$ cat src/rtl/ddd_rat_ctrl.sv
// Delay-chip programming controller: stages a settings word in a shadow register,
// then drives a start/busy handshake with the downstream programmer and retries on failed verify.
module ddd_rat_ctrl #(
    parameter logic [2:0] MXRETRY = 3'd3,
    parameter logic [7:0] TIMEOUT = 8'd255,
    parameter logic [3:0] DEF_OE  = 4'hF,
    parameter logic [3:0] DEF_DLY = 4'h0
) (
    input  logic        clock,
    input  logic        gbl_reset,
    input  logic        wr_en,
    input  logic [19:0] wr_data,
    input  logic        req,
    input  logic        ddd_busy,
    input  logic        ddd_verify_ok,
    output logic        ddd_start,
    output logic [3:0]  oe,
    output logic [3:0]  delay_ch0,
    output logic [3:0]  delay_ch1,
    output logic [3:0]  delay_ch2,
    output logic [3:0]  delay_ch3,
    output logic        done,
    output logic        fail,
    output logic        timeout,
    output logic [2:0]  retry_cnt,
    output logic        ctrl_busy
);

    typedef enum logic [2:0] {
        S_IDLE,
        S_LOAD,
        S_START,
        S_WAIT_BUSY,
        S_RELEASE,
        S_CHECK
    } state_t;

    localparam logic [19:0] SHADOW_RST = {DEF_DLY, DEF_DLY, DEF_DLY, DEF_DLY, DEF_OE};

    state_t      state_q;
    logic [19:0] shadow_q;
    logic [19:0] shadow_d;
    logic [19:0] active_q;
    logic [7:0]  cnt_q;
    logic [7:0]  cnt_d;
    logic        tmo_hit;
    logic        start_q;
    logic        done_q;
    logic        fail_q;
    logic        tmo_q;
    logic [2:0]  retry_q;
    logic        pend_q;
    logic        busy_q;

    function automatic logic [7:0] sat_inc(input logic [7:0] v);
        return (v == 8'hFF) ? v : v + 8'd1;
    endfunction

    // LOAD takes a same-cycle write so the freshest settings reach the chip.
    assign shadow_d = wr_en ? wr_data : shadow_q;
    assign cnt_d    = sat_inc(cnt_q);
    assign tmo_hit  = (cnt_d >= TIMEOUT);

    always_ff @(posedge clock) begin
        if (gbl_reset) begin
            state_q  <= S_IDLE;
            shadow_q <= SHADOW_RST;
            active_q <= SHADOW_RST;
            cnt_q    <= 8'd0;
            start_q  <= 1'b0;
            done_q   <= 1'b0;
            fail_q   <= 1'b0;
            tmo_q    <= 1'b0;
            retry_q  <= 3'd0;
            pend_q   <= 1'b0;
            busy_q   <= 1'b0;
        end else begin
            shadow_q <= shadow_d;
            busy_q   <= (state_q != S_IDLE);
            if (req && (state_q != S_IDLE)) begin
                pend_q <= 1'b1;
            end
            case (state_q)
                S_IDLE: begin
                    if (req || pend_q) begin
                        done_q  <= 1'b0;
                        fail_q  <= 1'b0;
                        tmo_q   <= 1'b0;
                        retry_q <= 3'd0;
                        pend_q  <= 1'b0;
                        state_q <= S_LOAD;
                    end
                end
                S_LOAD: begin
                    active_q <= shadow_d;
                    state_q  <= S_START;
                end
                S_START: begin
                    start_q <= 1'b1;
                    cnt_q   <= 8'd0;
                    state_q <= S_WAIT_BUSY;
                end
                S_WAIT_BUSY: begin
                    if (ddd_busy) begin
                        start_q <= 1'b0;
                        cnt_q   <= 8'd0;
                        state_q <= S_RELEASE;
                    end else if (tmo_hit) begin
                        start_q <= 1'b0;
                        fail_q  <= 1'b1;
                        tmo_q   <= 1'b1;
                        cnt_q   <= cnt_d;
                        state_q <= S_IDLE;
                    end else begin
                        start_q <= 1'b1;
                        cnt_q   <= cnt_d;
                    end
                end
                S_RELEASE: begin
                    start_q <= 1'b0;
                    if (!ddd_busy) begin
                        state_q <= S_CHECK;
                    end else if (tmo_hit) begin
                        fail_q  <= 1'b1;
                        tmo_q   <= 1'b1;
                        cnt_q   <= cnt_d;
                        state_q <= S_IDLE;
                    end else begin
                        cnt_q <= cnt_d;
                    end
                end
                S_CHECK: begin
                    if (ddd_verify_ok) begin
                        done_q  <= 1'b1;
                        state_q <= S_IDLE;
                    end else if (retry_q < MXRETRY) begin
                        retry_q <= retry_q + 3'd1;
                        state_q <= S_LOAD;
                    end else begin
                        fail_q  <= 1'b1;
                        state_q <= S_IDLE;
                    end
                end
                default: state_q <= S_IDLE;
            endcase
        end
    end

    assign ddd_start = start_q;
    assign oe        = active_q[3:0];
    assign delay_ch0 = active_q[7:4];
    assign delay_ch1 = active_q[11:8];
    assign delay_ch2 = active_q[15:12];
    assign delay_ch3 = active_q[19:16];
    assign done      = done_q;
    assign fail      = fail_q;
    assign timeout   = tmo_q;
    assign retry_cnt = retry_q;
    assign ctrl_busy = busy_q;

endmodule

$ cat config.mk
export PLATFORM = sky130hd
export DESIGN_NAME = ddd_rat_ctrl
export DESIGN_NICKNAME = d
export VERILOG_FILES = /design/src/rtl/ddd_rat_ctrl.sv
export SDC_FILE = /design/constraint.sdc
export NUM_CORES = 1
export LEC_CHECK = 0
export CORE_MARGIN = 3
export CORE_UTILIZATION = 54
export DETAILED_ROUTE_END_ITERATION = 8
export HOLD_SLACK_MARGIN = 0.05
export PLACE_DENSITY_LB_ADDON = 0.1
export SYNTH_ARGS = -nofsm -noshare
export SYNTH_HDL_FRONTEND = slang
export SYNTH_SLANG_ARGS = --single-unit
$ cat constraint.sdc
create_clock -name clock -period 4.1 [get_ports clock]
set_input_delay 0.82 -clock clock [delete_from_list [all_inputs] [get_ports clock]]
set_output_delay 0.82 -clock clock [all_outputs]
set_load 0.05 [all_outputs]
==> flow_metrics.py <==
metrics = {
    "setup_path": {
        "path_delay_family": "buffers and inverters",
        "critical_path.slowest_cell": "clkdlybuf4s50_1",
        "cp_max_fo": 5,
        "worst-path-buf-inv": 1,
        "crit_path_max_incr_delay_ns": 0.83,
        "arrival_ns": 1.58,
        "crit_path_start_kind": "flop",
        "crit_path_end_kind": "output port",
        "path_cells": "clkdlybuf4s50_1",
        "cp.required_ns": 3.28,
        "rrSetupSlack_ns": 2.05,
        "path_class": "reg2out",
    },
    "grt": {
        "antenna_found_initial": 0,
        "grt-ovfl-total": 0,
        "grt-busiest-layer": "met2",
        "use_met1_pct": 27.2,
        "grt_max_degree": 50,
        "grt_pass1_wl_um": 9460,
        "met3_usage_pct": 7.34,
        "grtUsageMet2_pct": 35.5,
        "track_usage_pct": 22.3,
        "grt_pass1_vias": 2122,
    },
    "logic_synthesis": {
        "yosysTopAreaCell": "dfxtp_1",
        "yosysTopAreaCellShare_pct": 47.1,
        "netlist_area_um2": 2550,
        "synth_area_leaders": "dfxtp_1, mux2i_1, nor2_1",
        "ys_ff_latch": 60,
        "synthArstFlopShare_pct": 0,
        "yosysMostFrequentCell": "dfxtp_1",
        "synth_area_per_cell_um2": 9.20,
        "seq_area_frac_synth_pct": 47.1,
        "synth_nets": 305,
        "ys.flop_type": "dfxtp_1",
        "yosys_warnings": 0,
        "ys_types": 48,
        "synth_edf_count": 0,
        "synth_commonest_cells": "dfxtp_1, nor2_1, mux2i_1",
        "synthCells": 277,
    },
    "power_and_ir_drop": {
        "power.share.clock_pct": 34.4,
        "peakVddDrop_uv": 305,
        "p_per_area_nw_per_um2": 479,
        "switchingPower_mw": 0.490,
        "p_sw_share_pct": 31.2,
        "p_seq_share_pct": 42.6,
        "internal_power_mw": 1.08,
        "cellLeakagePower_nw": 1.25,
        "combPwrFrac_pct": 23.1,
    },
    "sta": {
        "slew_violations": 0,
        "fmax_mhz": 417,
        "max-slew-margin-rel_pct": 26.0,
        "hold_viol": 0,
        "setup_slack_ns": 1.70,
        "fin_skew_ns": 0.00362,
        "setup_viol_count_final": 0,
        "fin_tns_setup_ns": 0,
        "rsz0062_at_grt": "false",
        "post-route-period-util_pct": 58.5,
        "period_minus_slack_ns": 2.40,
        "tightest_slew_ns": 1.11,
    },
    "clock_network": {
        "cts_hold_buf": 0,
        "clockBufferDepth": 2,
        "clock_latency_ns": 0.33,
        "htreeDepth": 3,
        "root_buffer": "clkbuf_8",
        "cts_setup_buffers": 0,
        "clk_pin_slew_ns": 0.06,
        "cts_buffers": 9,
        "cts_tree": "done",
        "clkSinkCount": 60,
        "post_cts_resized": 0,
    },
    "final_layout": {
        "regArea_um2": 1200,
        "synthToLayoutAreaGrowth_pct": 28.7,
        "fillers": 345,
        "multi_input_area_um2": 1250,
        "final_nets": 353,
        "drive_above_1_share_pct": 7.88,
        "num_antenna_cells": 0,
    },
    "min_path": {
        "hold_class": "reg2reg",
    },
    "floorplan": {
        "core.rowCount": 24,
        "die_w_um": 74.7,
        "die_h_um": 74.7,
        "io-pin-count": 54,
        "coreArea_um2": 4440,
        "start_util_pct": 57.3,
        "die-area_um2": 5580,
    },
    "detailed_routing": {
        "firstDrtPassIters": 4,
        "drt-initial-drc-count": 104,
        "vias_per_cell": 5.67,
        "vias": 2166,
        "drcViolationCount": 0,
        "antenna_left": 0,
        "wirelength_um": 5570,
        "routedWlPerCell_um": 14.6,
    },
    "placed_design": {
        "place_ws_ns": 1.67,
        "dp_hpwl_um": 3760,
        "routabilityCongestion": 0.875,
        "io_buffers": 53,
    },
    "run": {
        "maxCapViolCount": 0,
    },
    "status": {
        "status": "completed",
    },
}
==> placed cells by master (no fill, tap or decap), drive strengths merged, types with 3 or more instances in the layout <==
master         count
dfxtp             60
clkdlybuf4s50     53
nor2              43
mux2i             21
a21oi             20
a211oi            19
nand2             17
clkbuf            12
nor3              10
inv                5
o211ai             5
a31oi              5
nand4              4
nand3              4
and2               4
nand2b             3
and3               3
o21ai              3
==> final timing paths <==
kind,cells after the start,start,end
setup / recovery,1,retry_cnt[1],retry_cnt[1]
hold / removal,2,shadow_q[2],shadow_q[2]
setup reg to reg,3,state_q[0],active_q[11]
hold reg to reg,2,shadow_q[2],shadow_q[2]
==> metrics by stage <==
| stage | std cells | power (mW) | utilization (%) | hold WS [ns] | instance area [um2] |
|---|---|---|---|---|---|
| 2_1_floorplan | 277 | 0.926 | - | 0.438 | 2550 |
| 4_1_cts | 382 | 1.58 | 73.8 | 0.480 | 3280 |
| 5_1_grt | 382 | 1.64 | 73.8 | 0.503 | 3280 |
| 3_5_place_dp | 366 | 1.04 | 69.2 | 0.464 | 3080 |
| 6_report | 382 | 1.57 | 73.8 | 0.476 | 3280 |
| 3_3_place_gp | 366 | 1.04 | 69.2 | 0.449 | 3080 |
==> layer usage <==
layer  share of wire (%)  wire length, um  up-vias
met1                  44             2450     1006
li1                    -                -     1103
met5                   0                0        -
met3                 5.7              318        8
met4                 1.1               63        0
met2                  49             2740       49
==> registers in the layout, indices dropped and copies added (netlist names) <==
register	flops
active_q	20
shadow_q	20
cnt_q	8
retry_cnt	3
state_q	3
ctrl_busy	1
ddd_start	1
done	1
fail	1
pend_q	1
timeout	1
==> final cells by class <==
class	count	share of cell area, %
Tap cell	52	1.98
Clock inverter	4	1.45
Timing Repair Buffer	55	16.6
Inverter	5	0.572
Clock buffer	12	4.73
Multi-Input combinational cell	194	38.0
Sequential cell	60	36.6
==> cells by family after synthesis <==
| family | after synthesis | share of synthesized area [%] |
|---|---|---|
| AO/OA/AOI/OAI | 70 | 19.7 |
| multiplexers | 21 | 8.25 |
| buffers and inverters | 23 | 4.22 |
| flip-flops | 60 | 47.1 |
| AND/OR/NAND/NOR | 101 | 19.7 |
| adder cells (fa/ha/maj) | 2 | 0.982 |
==> power groups by stage <==
stage / Sequential [mW] / Combinational [mW] / Clock (mW)
final: 0.669 / 0.363 / 0.540
after floorplan: 0.786 / 0.140 / 0
after global placement: 0.680 / 0.359 / 0
after global routing: 0.675 / 0.392 / 0.573
after detailed placement: 0.681 / 0.363 / 0
after CTS: 0.669 / 0.365 / 0.550
Power figures use the tool's default switching activity.
==> patch (config.mk and constraints unchanged) <==
Register the outputs `oe`, `delay_ch0`, `delay_ch1`, `delay_ch2` and `delay_ch3`, without a reset; this adds one clock of latency there. The other outputs are not delayed to match.
--- a/src/rtl/ddd_rat_ctrl.sv
+++ b/src/rtl/ddd_rat_ctrl.sv
@@ -147,11 +147,13 @@
     end
 
     assign ddd_start = start_q;
-    assign oe        = active_q[3:0];
-    assign delay_ch0 = active_q[7:4];
-    assign delay_ch1 = active_q[11:8];
-    assign delay_ch2 = active_q[15:12];
-    assign delay_ch3 = active_q[19:16];
+    always_ff @(posedge clock) begin
+        oe        <= active_q[3:0];
+        delay_ch0 <= active_q[7:4];
+        delay_ch1 <= active_q[11:8];
+        delay_ch2 <= active_q[15:12];
+        delay_ch3 <= active_q[19:16];
+    end
     assign done      = done_q;
     assign fail      = fail_q;
     assign timeout   = tmo_q;
Function: changed (a bounded check fails within 4 cycles, from zero or initial values and one cycle with gbl_reset high).
==> patch against the original RTL <==
Cell area grew 13%; clock power increased by 20%; non-clock buffer count fell by 1; first-iteration DRC count is 38% higher; wire length fell by 3.0%; area after synthesis is 14% higher; critical endpoint is now timeout$_SDFFE_PP0P_; sequential cell count up 20; setup slack got worse by 0.13 ns; combinational power rose by 37%; sequential share of layout area increased by 6.8 points; hold slack lost 0.13 ns; largest power group unchanged; total power increased by 33%; sequential power up 41%; highest routed layer unchanged.
==> patch: results (changes against the original RTL) <==
| Metric | Value |
|---|---|
| Status | completed (unchanged) |
| Routed wire length on met3 | 316 um (was 318 um) |
| Mapped Nets | 325 (was 305) |
| Clock Skew | 0.00637 ns (was 0.00362 ns) |
| Sw Share | 0.306 (was 0.312) |
| Met2 GRT Util | 0.280 (was 0.355) |
| Nonclk inv count | 2 (was 5) |
| FILL cells | 411 (was 345) |
| Leak Pwr | 1.42 nW (was 1.25 nW) |
| Slowest CP cell | o32ai_1 (was clkdlybuf4s50_1) |
| CP Max Fanout | 9 (was 5) |
| Worst path top cell family by delay | compound AO/OA/AOI/OAI gates (was buffers and inverters) |
| Global-route wire length before repair | 8730 um (was 9460 um) |
| Vias | 2239 (was 2166) |
| Fin nets | 371 (was 353) |
| Mean post-synth cell area | 9.82 um2 (was 9.20 um2) |
| Signal buf overhead | 0.144 (was 0.166) |
| Inst Count DP | 402 (was 366) |
| Total power | 2.09 mW (was 1.57 mW) |
| Clk cell area share | 0.0627 (was 0.0618) |
| Non-clock buffer count | 54 (was 55) |
| Area contributors post-synth | dfxtp_1, mux2i_1, nor2_1, a211oi_1, a21oi_1 (unchanged) |
| Dpl cell area | 0.00346 mm2 (was 0.00308 mm2) |
| GRT Total Usage | 0.179 (was 0.223) |
| Rel. slew slack | 0.211 (was 0.260) |
| GRT met1 Usage | 0.216 (was 0.272) |
| Starting DRT DRC Count | 144 (was 104) |
| WL/cell | 12.9 um (was 14.6 um) |
| TritonRoute pass-1 iters | 5 (was 4) |
| Finished Layout Cells | 418 (was 382) |
| Multi-input combinational cell count | 196 (was 194) |
| Number of global-route vias before repair | 1950 (was 2122) |
| Multi-input gate area | 0.00123 mm2 (was 0.00125 mm2) |
| Post-synthesis cell type count | 49 (was 48) |
| Top-area cell type share of the netlist area | 0.549 (was 0.471) |
| Hpwl dp | 3600 um (was 3760 um) |
| FFs & Latches | 80 (was 60) |
| Largest net degree at the start of global routing | 62 (was 50) |
| Clk slew on worst S/H paths | 0.08 ns (was 0.06 ns) |
| WL met2 | 2580 um (was 2740 um) |
| Flop pwr share | 0.452 (was 0.426) |
| Met1 wire length | 2390 um (was 2450 um) |
| Power in the clock group | 646 uW (was 540 uW) |
| Grt met3 use | 0.0598 (was 0.0734) |
| Sequential Area | 0.00160 mm2 (was 0.00120 mm2) |
| Multi-input gate share of total cell area | 0.333 (was 0.380) |
| Register area share after synthesis | 0.549 (was 0.471) |
| Post-Place Worst Slack | 1.25 ns (was 1.67 ns) |
## patch: final timing paths
path	cells after the start	slack, ns	startpoint	end
worst max-delay path	5	1.57	ddd_busy	timeout$_SDFFE_PP0P_
worst min register to register	0	0.34	active_q[7]$_SDFFE_PP0P_	delay_ch0[3]$_DFF_P_
worst max register to register	4	1.79	state_q[0]$_SDFFE_PP0P_	active_q[4]$_SDFFE_PP0P_
worst min-delay path	0	0.34	active_q[7]$_SDFFE_PP0P_	delay_ch0[3]$_DFF_P_
## patch: logic make-up after synthesis
kind of cell,Yosys count,share of synthesized area
AND/OR/NAND/NOR,105,0.177
flip-flops,80,0.549
AO/OA/AOI/OAI,66,0.157
multiplexers,22,0.0755
buffers and inverters,21,0.0300
adder cells (fa/ha/maj),2,0.00858
XOR/XNOR,1,0.00300
## patch: worst register-to-register path: cells and delay by family, from the launching register on
family	cells	cell delay [ns]
and+or+nand+nor	3	1.39
DFF	1	0.53
AOI/OAI and AO/OA	1	0.28
